`src/rtl/serial_digit_collector_if.sv`:
```
// serial_digit_collector_if: serial bit input and parallel FIFO read port of the digit collector
interface serial_digit_collector_if;
  logic       din;
  logic       bin;
  logic       fs;
  logic       rd;
  logic [3:0] rdata;
  logic       rerr;
  logic       empty;
  logic       full;
  logic       ovf;
  modport master (output din, bin, fs, rd, input rdata, rerr, empty, full, ovf);
  modport slave  (input din, bin, fs, rd, output rdata, rerr, empty, full, ovf);
endinterface

```
`src/rtl/serial_digit_collector.sv`:
```
// serial_digit_collector: assembles LSB-first 4-bit digits with error tag into a FWFT FIFO
module serial_digit_collector #(
  parameter int DEPTH = 4
) (
  input logic                  clk,
  input logic                  rst_n,
  serial_digit_collector_if.slave bus
);
  localparam int AW = (DEPTH > 1) ? $clog2(DEPTH) : 1;
  typedef enum logic {IDLE, SHIFT} state_t;
  state_t        state, state_nx;
  logic [1:0]    cnt, cnt_nx;
  logic [2:0]    sh, sh_nx;
  logic          acc, acc_nx;
  logic          push;
  logic [4:0]    word;
  logic [4:0]    mem [DEPTH];
  logic [AW-1:0] wp, rp;
  logic [AW:0]   count;
  logic          ovf;
  logic          empty, full, pop, wr;
  always_comb begin
    state_nx = state;
    cnt_nx   = cnt;
    sh_nx    = sh;
    acc_nx   = acc;
    push     = 1'b0;
    word     = {acc | bus.bin, bus.din, sh};
    if (bus.fs) begin
      state_nx = SHIFT;
      cnt_nx   = 2'd1;
      sh_nx    = {2'b0, bus.din};
      acc_nx   = bus.bin;
    end else if (state == SHIFT) begin
      sh_nx  = sh | ({2'b0, bus.din} << cnt);
      acc_nx = acc | bus.bin;
      cnt_nx = cnt + 2'd1;
      if (cnt == 2'd3) begin
        push     = 1'b1;
        state_nx = IDLE;
        cnt_nx   = 2'd0;
      end
    end
  end
  assign empty = count == '0;
  assign full  = count == (AW+1)'(DEPTH);
  assign pop   = bus.rd & ~empty;
  // a push into a full FIFO survives only when the head is leaving on the same edge
  assign wr    = push & (~full | pop);
  always_ff @(posedge clk or negedge rst_n) begin
    if (!rst_n) begin
      state <= IDLE;
      cnt   <= '0;
      sh    <= '0;
      acc   <= 1'b0;
      wp    <= '0;
      rp    <= '0;
      count <= '0;
      ovf   <= 1'b0;
    end else begin
      state <= state_nx;
      cnt   <= cnt_nx;
      sh    <= sh_nx;
      acc   <= acc_nx;
      if (wr) wp <= wp + AW'(1);
      if (pop) rp <= rp + AW'(1);
      count <= count + {{AW{1'b0}}, wr} - {{AW{1'b0}}, pop};
      if (push & full & ~pop) ovf <= 1'b1;
    end
  end
  always_ff @(posedge clk) if (wr) mem[wp] <= word;
  assign bus.rdata = empty ? 4'b0 : mem[rp][3:0];
  assign bus.rerr  = empty ? 1'b0 : mem[rp][4];
  assign bus.empty = empty;
  assign bus.full  = full;
  assign bus.ovf   = ovf;
endmodule

```
`src/flat_wrapper.sv`:
```
// flat-port wrapper written by rule: the top's interface ports become plain ports
module serial_digit_collector_flat 
#(
  parameter int DEPTH = 4
)
  (clk, rst_n, bus_din, bus_bin, bus_fs, bus_rd, bus_rdata, bus_rerr, bus_empty, bus_full, bus_ovf);
  serial_digit_collector_if bus_i ();
  input logic clk;
  input logic rst_n;
  input wire logic [$bits(bus_i.din)-1:0] bus_din;
  input wire logic [$bits(bus_i.bin)-1:0] bus_bin;
  input wire logic [$bits(bus_i.fs)-1:0] bus_fs;
  input wire logic [$bits(bus_i.rd)-1:0] bus_rd;
  output wire logic [$bits(bus_i.rdata)-1:0] bus_rdata;
  output wire logic [$bits(bus_i.rerr)-1:0] bus_rerr;
  output wire logic [$bits(bus_i.empty)-1:0] bus_empty;
  output wire logic [$bits(bus_i.full)-1:0] bus_full;
  output wire logic [$bits(bus_i.ovf)-1:0] bus_ovf;
  assign bus_i.din = bus_din;
  assign bus_i.bin = bus_bin;
  assign bus_i.fs = bus_fs;
  assign bus_i.rd = bus_rd;
  assign bus_rdata = bus_i.rdata;
  assign bus_rerr = bus_i.rerr;
  assign bus_empty = bus_i.empty;
  assign bus_full = bus_i.full;
  assign bus_ovf = bus_i.ovf;
  serial_digit_collector #(.DEPTH(DEPTH)) u_core (.clk(clk), .rst_n(rst_n), .bus(bus_i));
endmodule
```
`config.mk`:
```
export PLATFORM = sky130hd
export DESIGN_NAME = serial_digit_collector_flat
export DESIGN_NICKNAME = d
export VERILOG_FILES = /design/src/rtl/serial_digit_collector_if.sv /design/src/rtl/serial_digit_collector.sv /design/src/flat_wrapper.sv
export SDC_FILE = /design/constraint.sdc
export NUM_CORES = 1
export LEC_CHECK = 0
export ABC_AREA = 1
export BUFFER_PORTS_ARGS = -buffer_cell sky130_fd_sc_hd__buf_2
export CELL_PAD_IN_SITES_DETAIL_PLACEMENT = 0
export CELL_PAD_IN_SITES_GLOBAL_PLACEMENT = 1
export CORE_UTILIZATION = 45
export DETAILED_ROUTE_END_ITERATION = 16
export GPL_TIMING_DRIVEN = 0
export PLACE_DENSITY = 0.8
export SLEW_MARGIN = 10
export SYNTH_ARGS = -nofsm -noshare
export SYNTH_HDL_FRONTEND = slang
export SYNTH_SLANG_ARGS = --single-unit
```
`constraint.sdc`:
```
create_clock -name clk -period 2.2 [get_ports clk]
set_clock_uncertainty 0.2 [all_clocks]
set_input_delay 0.44 -clock clk [delete_from_list [all_inputs] [get_ports clk]]
set_output_delay 0.44 -clock clk [all_outputs]
set_load 0.01 [all_outputs]
```
==> impl_metrics.toml, run 1 <==
[status]
status = "finished clean"

[sta]
report.final.hold_viol_count = 0
final_worst_path_period_share_pct = 96.3
final-max-slew-violation-count = 0
actual_slew_at_the_worst_max_slew_pin_ns = 0.512
max_clock_freq_ghz = 0.472
final.min_clock_period_ns = 2.12
final-setup-viol-count = 0
max-slew-margin-rel_pct = 65.7

[clocking]
cts_buffers = 5
clk_pin_slew_worst_setup_hold_paths_ns = 0.10
cts_max_level = 2
clock-root-buffer = "sky130_fd_sc_hd__clkbuf_4"
clock_sink_count = 35
clock_path_buffers = 2
cts_tree = "done"
insertion_delay_ns = 0.33

[global_route]
grt_antenna_before_repair = 0
grt_first_pass_wirelength_um = 4470
first_global_vias = 1015
grt_max_degree = 16
grt_util_all_layers_pct = 15.2
grt_remaining_overflow = 0

[placed_design]
placement.io_buffers = 13
place_area_sq_um = 1770
detailedPlacementHpwl_um = 1970
routabilityCongestion = 0.753

[floorplanning]
core-area_sq_um = 3420
row_count = 21
io_pins = 14
initial_utilization_pct = 48.3
die_area_sq_um = 3910
die_w_um = 62.5
die_y_um = 62.5

[yosys]
post_synth_instance_area_sq_um = 1650
yosysWarnings = 0
postSynthAreaPerCell_sq_um = 9.42
yosys_register_bits = 35
postSynthCellCount = 175
ys_seq_area_share_pct = 59.2
synth_cell_types = 20
mappedNetlistNets = 189

[cells_and_area]
areaGrowthSynthToFinish_pct = 13.5
fraction_of_final_layout_cells_sized_beyond_drive_strength_1_pct = 16.9
antenna-diode-count = 0
stdcell_area_sq_um = 1870
most-common-layout-cells = "44 x sky130_fd_sc_hd__inv_1, 38 x sky130_fd_sc_hd__nand2_1, 20 x sky130_fd_sc_hd__edfxtp_1, 18 x sky130_fd_sc_hd__nand3_1"
layout_commonest_cell = "sky130_fd_sc_hd__inv_1"
num-nets-final = 214

[setup_path]
reg2reg_slack_ns = 0.08
critical_path_fanouts_max = 4
crit_path_start_kind = "flip-flop"
worstSetupEndpointType = "flip-flop"
worstPathRequired_ns = 2.22
critical_path_arrival_ns = 2.14
critical_path_class = "reg2reg"

[routing]
vias = 1099
routed_wl_um = 2620
avgViaCountPerCell = 4.45
drcViolationCount = 0
avgRoutedWirePerCell_um = 10.6
drt_first_pass_iters = 4
ant_nets = 0
drt_first_iter_violations = 49

[power]
ir_drop_v = 0.000485
total_leakage_power_nw = 0.940
power.total_w = 0.00207
power_density_over_cell_area_nw_per_um2 = 1110

[run]
cap_viol_max_count = 0

[min_path]
hold_path_class = "in2reg"
[timing repair]
item / in CTS / in global routing
gates resized for setup: 0 / 4
hold endpoints to repair: 15 / 0
hold buffers: 1 / 0
endpoints found under the setup margin: 0 / 2
setup buffers: 0 / 4
[kinds of logic (layout without fill, tap and decap cells)]
family	Yosys count	count (layout)	share of synthesized area [%]
AOI/OAI and AO/OA	13	13	4.10
xor gates and xnor gates	2	2	1.06
adders and majority gates	8	8	6.52
buffers and inverters	48	74	11.5
DFF	35	35	59.2
and+or+nand+nor	69	69	17.6
[report_power, final]
part           switching [W]  leakage (nW)  internal, W
Sequential         0.0000893         0.356     0.000826
Clock               0.000191        0.0293     0.000124
Combinational       0.000490         0.554     0.000350
Total               0.000770         0.940      0.00130
[worst paths after layout]
check,depth (start not counted),end,start
min reg2reg,2,u_core.bus.ovf,u_core.bus.ovf
max in group asynchronous,2,u_core.count[1],rst_n
max,9,u_core.count[2],u_core.count[0]
max reg2reg,9,u_core.count[2],u_core.count[0]
min in group asynchronous,2,u_core.bus.ovf,rst_n
min,3,u_core.acc,bus_bin
[synthesized netlist by cell type (all sizes together)]
cell type,count,area (sq um)
nand3,18,90.1
nand2,41,156
fa,1,20.0
or2,1,6.26
o21ai,3,15.0
o31ai,1,7.51
ha,7,87.6
nor3,1,5.00
buf,3,21.3
dfrtp,15,375
nor2,8,32.5
edfxtp,20,601
a21oi,9,45.0
xnor2,1,8.76
xor2,1,8.76
inv,45,169
[per-stage QoR]
step	worst slack [ns]	util [%]	hold WS, ns	cells	TNS [ns]
global placement	0.0268	51.9	0.159	234	0
global route	-0.0552	54.8	0.133	247	-0.0651
floorplan	0.151	-	-0.0556	175	0
detailed placement	0.0239	51.9	0.167	234	0
CTS	0.00291	53.6	0.117	243	0
finish	0.0817	54.8	0.127	247	0
[sequential cells by signal (all words and copies together) (netlist names)]
signal and flops:
u_core.acc 1, u_core.bus.ovf 1, u_core.cnt 2, u_core.count 3
u_core.mem 20, u_core.rp 2, u_core.sh 3, u_core.state 1
u_core.wp 2
[critical path, stage by stage, from the launching register on]
cell	delay [ns]
sky130_fd_sc_hd__dfrtp_1	0.42
sky130_fd_sc_hd__nor2_2	0.15
sky130_fd_sc_hd__nand2_2	0.08
sky130_fd_sc_hd__nand2_2	0.08
sky130_fd_sc_hd__inv_1	0.07
sky130_fd_sc_hd__ha_1	0.28
sky130_fd_sc_hd__inv_1	0.04
sky130_fd_sc_hd__ha_1	0.18
sky130_fd_sc_hd__fa_2	0.34
sky130_fd_sc_hd__xor2_1	0.16
[metal layers]
metal  GRT usage (%)  vias to the layer above  share of wire, %
met3            5.66                        7               3.8
met4            5.23                        0               2.2
met1            18.8                      486                48
li1                -                      589                 -
met5               0                        -                 0
met2            24.6                       17                46
[final cells by class]
| class | count | area [sq um] |
|---|---|---|
| well taps | 46 | 57.6 |
| fillers | 313 | 1540 |
| repair buffers | 18 | 105 |
| plain buffers | 3 | 21.3 |
| clock buffers | 7 | 45.0 |
| inverters | 45 | 169 |
| flip-flops and latches | 35 | 976 |
| multi-input cells | 92 | 493 |
| clock inverters | 1 | 5.00 |
Note: power is estimated with default switching activity, not from simulation.
==> run 2, diff against run 1 <==
BUFFER_PORTS_ARGS = default   (was -buffer_cell sky130_fd_sc_hd__buf_2)
CORE_UTILIZATION = 47   (was 45)
DONT_BUFFER_PORTS = 1   (was default)
PLACE_DENSITY = 0.78   (was 0.8)
SKIP_CTS_REPAIR_TIMING = 1   (was default)
==> impl_metrics.toml, run 2 (synthesis gave the netlist of run 1 again) <==
[status]
status = "finished clean"

[cells_and_area]
fraction_of_final_layout_cells_sized_beyond_drive_strength_1_pct = 9.09
fillerInstances = 334
areaGrowthSynthToFinish_pct = 9.41
layout_top_registers = "u_core.mem: 20 flops, u_core.count: 3 flops, u_core.sh: 3 flops"
final_core_util_pct = 54.1
largest_register_ff_count = 20
sequential_cell_area_sq_um = 976
num-nets-final = 200
layout_commonest_cell = "sky130_fd_sc_hd__inv_1"
antenna-diode-count = 0
most-common-layout-cells = "44 x sky130_fd_sc_hd__inv_1, 39 x sky130_fd_sc_hd__nand2_1, 20 x sky130_fd_sc_hd__edfxtp_1, 18 x sky130_fd_sc_hd__nand3_1, 15 x sky130_fd_sc_hd__dfrtp_1"
area_used_by_multi_input_combinational_logic_sq_um = 490
stdcell_area_sq_um = 1800
regMostFlops = "u_core.mem"
final-instance-count-excl-fill = 233

[run]
cap_viol_max_count = 0

[setup_path]
critical_path.top_delay_family = "adder cells"
rr_startpoint = "u_core.count[0]"
reg2reg_slack_ns = 0.07
crit_path_top_delay_cell = "sky130_fd_sc_hd__dfrtp_1"
endpoint_of_the_worst_setup_timing_path = "u_core.count[2]"
critPathMaxStageDelay_ns = 0.43
path_depth = 9
crit_path_start = "u_core.count[0]"
worstSetupEndpointType = "flip-flop"
worstReg2RegEnd = "u_core.count[2]"
timing.critical_path.cells = "nor2_2 -> nand2_1 -> nand2_2 -> inv_1 -> ha_1 -> inv_1 -> ha_1 -> fa_2 -> xor2_1"
critical_path_arrival_ns = 2.15
critical_path_fanouts_max = 4
worstPathRequired_ns = 2.23
worst-r2r-cell-count = 9
critical_path_class = "reg2reg"
crit_path_start_kind = "flip-flop"
critical_path_buf_inv_count = 2

[placed_design]
routabilityCongestion = 0.802
place_area_sq_um = 1710
detailedPlacementHpwl_um = 1970
placement.io_buffers = 0
placed_cells_incl_taps = 221

[clocking]
clock-root-buffer = "sky130_fd_sc_hd__clkbuf_4"
insertion_delay_ns = 0.33
clock_sink_count = 35
clock_path_buffers = 2
clk_pin_slew_worst_setup_hold_paths_ns = 0.10
cts_buffers = 5
cts_tree = "done"
cts_max_level = 2

[sta]
actual_slew_at_the_worst_max_slew_pin_ns = 0.721
final-setup-viol-count = 0
max-slew-margin-rel_pct = 51.8
report.final.hold_viol_count = 0
final_worst_path_period_share_pct = 96.6
worst_hold_slack_ns = 0.0160
max_clock_freq_ghz = 0.470
final.min_clock_period_ns = 2.13
final-max-slew-violation-count = 0

[routing]
vias = 1058
routed_wl_um = 2630
drt_first_iter_violations = 38
ant_nets = 0
drcViolationCount = 0
avgViaCountPerCell = 4.54
drt_first_pass_iters = 4
avgRoutedWirePerCell_um = 11.3

[global_route]
first_global_vias = 971
grt_first_pass_wirelength_um = 4280
grt_antenna_before_repair = 0
grt_util_all_layers_pct = 16.5
grt_remaining_overflow = 0
grt_max_degree = 16

[floorplanning]
initial_utilization_pct = 49.4
die_w_um = 61.2
die_y_um = 61.2
die_area_sq_um = 3750
row_count = 21
io_pins = 14
core-area_sq_um = 3340

[power]
power.total_w = 0.00195
ir_drop_v = 0.000478
total_leakage_power_nw = 0.877
power_density_over_cell_area_nw_per_um2 = 1080

[min_path]
hold_path_class = "in2reg"
hold_path_depth = 2
-- run 2: cell count changes in the layout (fill, tap and decap cells not counted), sizes merged --
cell,before,now
dlygate4sd3,1,3
clkinvlp,0,1
clkinv,1,2
clkbuf,7,5
buf,20,4
-- run 2: final cells by class --
type | instances | share of cell area (%)
plain buffers | 3 | 1.18
repair buffers | 4 | 2.08
clock inverters | 3 | 0.832
inverters | 45 | 9.36
clock buffers | 5 | 2.08
well taps | 46 | 3.19
flip-flops and latches | 35 | 54.1
multi-input cells | 92 | 27.2
-- run 2: worst min-delay path by stage --
stage             from            end  slack [ns]
2_1_floorplan    rst_n     u_core.acc       -0.06
3_3_place_gp     rst_n   u_core.sh[0]       -0.06
3_5_place_dp     rst_n   u_core.sh[0]       -0.06
4_1_cts          rst_n  u_core.cnt[0]       -0.43
5_1_grt        bus_bin     u_core.acc       0.003
6_report       bus_bin     u_core.acc        0.02
-- run 2: routing by layer --
| layer | global-route usage, % | vias up | wire length, um |
|---|---|---|---|
| met5 | 0 | - | 0 |
| li1 | - | 559 | - |
| met2 | 25.9 | 21 | 1210 |
| met3 | 6.51 | 5 | 126 |
| met4 | 8.77 | 0 | 57 |
| met1 | 19.5 | 473 | 1230 |
-- run 2: worst reg2reg max path, cell delays in order (launching register included) --
cell,delay [ns]
sky130_fd_sc_hd__dfrtp_1,0.43
sky130_fd_sc_hd__nor2_2,0.14
sky130_fd_sc_hd__nand2_1,0.10
sky130_fd_sc_hd__nand2_2,0.10
sky130_fd_sc_hd__inv_1,0.06
sky130_fd_sc_hd__ha_1,0.27
sky130_fd_sc_hd__inv_1,0.04
sky130_fd_sc_hd__ha_1,0.19
sky130_fd_sc_hd__fa_2,0.34
sky130_fd_sc_hd__xor2_1,0.17
-- run 2: through the flow --
step / setup TNS, ns / worst slack [ns]
2_1_floorplan: 0 / 0.151
3_3_place_gp: 0 / 0.0205
3_5_place_dp: 0 / 0.0180
4_1_cts: -0.00677 / -0.00677
5_1_grt: -0.0111 / -0.0111
6_report: 0 / 0.0740
-- run 2: power by group --
part | internal, W | total [W] | switching [W]
clock network | 0.000117 | 0.000316 | 0.000199
registers | 0.000827 | 0.000927 | 0.0000999
logic | 0.000259 | 0.000709 | 0.000451
==> run 3, diff against run 2 <==
clock period = 2.1 ns   (was 2.2 ns; I/O delays follow)
==> impl_metrics.toml, run 3 (synthesis gave the netlist of run 1 again) <==
[status]
status = "finished clean"

[power]
power.total_w = 0.00213
ir_drop_v = 0.000514
power_density_over_cell_area_nw_per_um2 = 1130
total_leakage_power_nw = 0.896

[cells_and_area]
sequential_cell_area_sq_um = 976
num-nets-final = 205
antenna-diode-count = 0
fillerInstances = 325
area_used_by_multi_input_combinational_logic_sq_um = 523
most-common-layout-cells = "43 x sky130_fd_sc_hd__inv_1, 38 x sky130_fd_sc_hd__nand2_1, 20 x sky130_fd_sc_hd__edfxtp_1, 18 x sky130_fd_sc_hd__nand3_1, 15 x sky130_fd_sc_hd__dfrtp_1"
largest_register_ff_count = 20
areaGrowthSynthToFinish_pct = 13.8
regMostFlops = "u_core.mem"
final_core_util_pct = 56.2
fraction_of_final_layout_cells_sized_beyond_drive_strength_1_pct = 14.6
layout_commonest_cell = "sky130_fd_sc_hd__inv_1"
layout_top_registers = "u_core.mem: 20 flops, u_core.count: 3 flops, u_core.sh: 3 flops"

[setup_path]
critical_path_arrival_ns = 2.05
cell_repeated_most_along_the_worst_path = "sky130_fd_sc_hd__nand2_2"
crit_path_top_delay_cell = "sky130_fd_sc_hd__dfrtp_1"
crit_path_start_kind = "flip-flop"
worstPathRequired_ns = 2.12
critPathMaxStageDelay_ns = 0.42
critical_path_fanouts_max = 3
critical_path_class = "reg2reg"
critical_path.top_delay_family = "adder cells"
timing.critical_path.cells = "nor2_2 -> nand2_2 -> nand2_2 -> inv_2 -> ha_4 -> inv_1 -> ha_2 -> fa_2 -> xor2_1"
worstSetupEndpointType = "flip-flop"
path_depth = 9
critical_path_buf_inv_count = 2
worst-r2r-cell-count = 9

[global_route]
grt_util_all_layers_pct = 16.5
grt_max_degree = 16
first_global_vias = 971
grt_antenna_before_repair = 0
grt_remaining_overflow = 0
grt_first_pass_wirelength_um = 4280

[sta]
final.min_clock_period_ns = 2.03
final-max-slew-violation-count = 0
final_worst_path_period_share_pct = 96.6
max-slew-margin-rel_pct = 51.4
report.final.hold_viol_count = 0
actual_slew_at_the_worst_max_slew_pin_ns = 0.727
final-setup-viol-count = 0
max_clock_freq_ghz = 0.493
tns_ns = 0
setup_ws_ns = 0.0714

[placed_design]
detailedPlacementHpwl_um = 1970
routabilityCongestion = 0.802
place_worst_setup_slack_ns = -0.0820
placement.io_buffers = 0

[floorplanning]
core-area_sq_um = 3340
row_count = 21
die_y_um = 61.2
die_area_sq_um = 3750
io_pins = 14
initial_utilization_pct = 49.4
die_w_um = 61.2

[routing]
ant_nets = 0
vias = 1071
avgViaCountPerCell = 4.50
routed_wl_um = 2720
drcViolationCount = 0
drt_first_pass_iters = 4
drt_first_iter_violations = 43
avgRoutedWirePerCell_um = 11.4

[clocking]
clock_sink_count = 35
clk_pin_slew_worst_setup_hold_paths_ns = 0.10
insertion_delay_ns = 0.33
cts_max_level = 2
cts_buffers = 5
clock-root-buffer = "sky130_fd_sc_hd__clkbuf_4"
cts_tree = "done"
clock_path_buffers = 2

[min_path]
hold_path_class = "in2reg"
hold_path_depth = 2

[run]
cap_viol_max_count = 0
run 3: cell types whose count changed in the layout (fill, tap and decap cells not counted), sizes merged:
cell / delta
buf: +4
dlygate4sd3: +1
run 3: worst paths after layout:
path,slack [ns],end,startpoint
min in group asynchronous,0.38,u_core.cnt[0],rst_n
hold / removal,0.05,u_core.sh[0],bus_din
setup / recovery,0.07,u_core.count[2],u_core.count[0]
hold reg to reg,0.29,u_core.acc,u_core.acc
setup reg to reg,0.07,u_core.count[2],u_core.count[0]
max in group asynchronous,0.86,u_core.rp[0],rst_n
run 3: layout make-up:
type	count	share of cell area, %
multi-input cells	92	27.9
clock buffers	5	2.00
repair buffers	9	4.13
inverters	45	9.00
well taps	46	3.07
clock inverters	3	0.800
flip-flops and latches	35	52.0
plain buffers	3	1.13
run 3: power by group:
| part | internal [W] | switching, W | total, W |
|---|---|---|---|
| registers | 0.000865 | 0.000101 | 0.000966 |
| clock network | 0.000123 | 0.000211 | 0.000333 |
| logic | 0.000320 | 0.000508 | 0.000828 |
run 3: metrics by stage:
stage | hold WS, ns | instances | area [sq um]
finish | 0.0486 | 238 | 1880
global route | 0.0398 | 238 | 1880
CTS | -0.453 | 229 | 1760
floorplan | -0.0756 | 175 | 1650
global placement | -0.0752 | 221 | 1710
detailed placement | -0.0751 | 221 | 1710
run 3: worst reg2reg max path, stage by stage, from the launching register on:
cell	delay (ns)
sky130_fd_sc_hd__dfrtp_1	0.42
sky130_fd_sc_hd__nor2_2	0.15
sky130_fd_sc_hd__nand2_2	0.07
sky130_fd_sc_hd__nand2_2	0.08
sky130_fd_sc_hd__inv_2	0.05
sky130_fd_sc_hd__ha_4	0.24
sky130_fd_sc_hd__inv_1	0.03
sky130_fd_sc_hd__ha_2	0.17
sky130_fd_sc_hd__fa_2	0.35
sky130_fd_sc_hd__xor2_1	0.15
run 3: metal layers:
metal | GRT usage [%] | share of wire (%)
met1 | 19.5 | 46
met5 | 0 | 0
met4 | 8.77 | 1.9
met3 | 6.51 | 3.6
met2 | 25.9 | 48
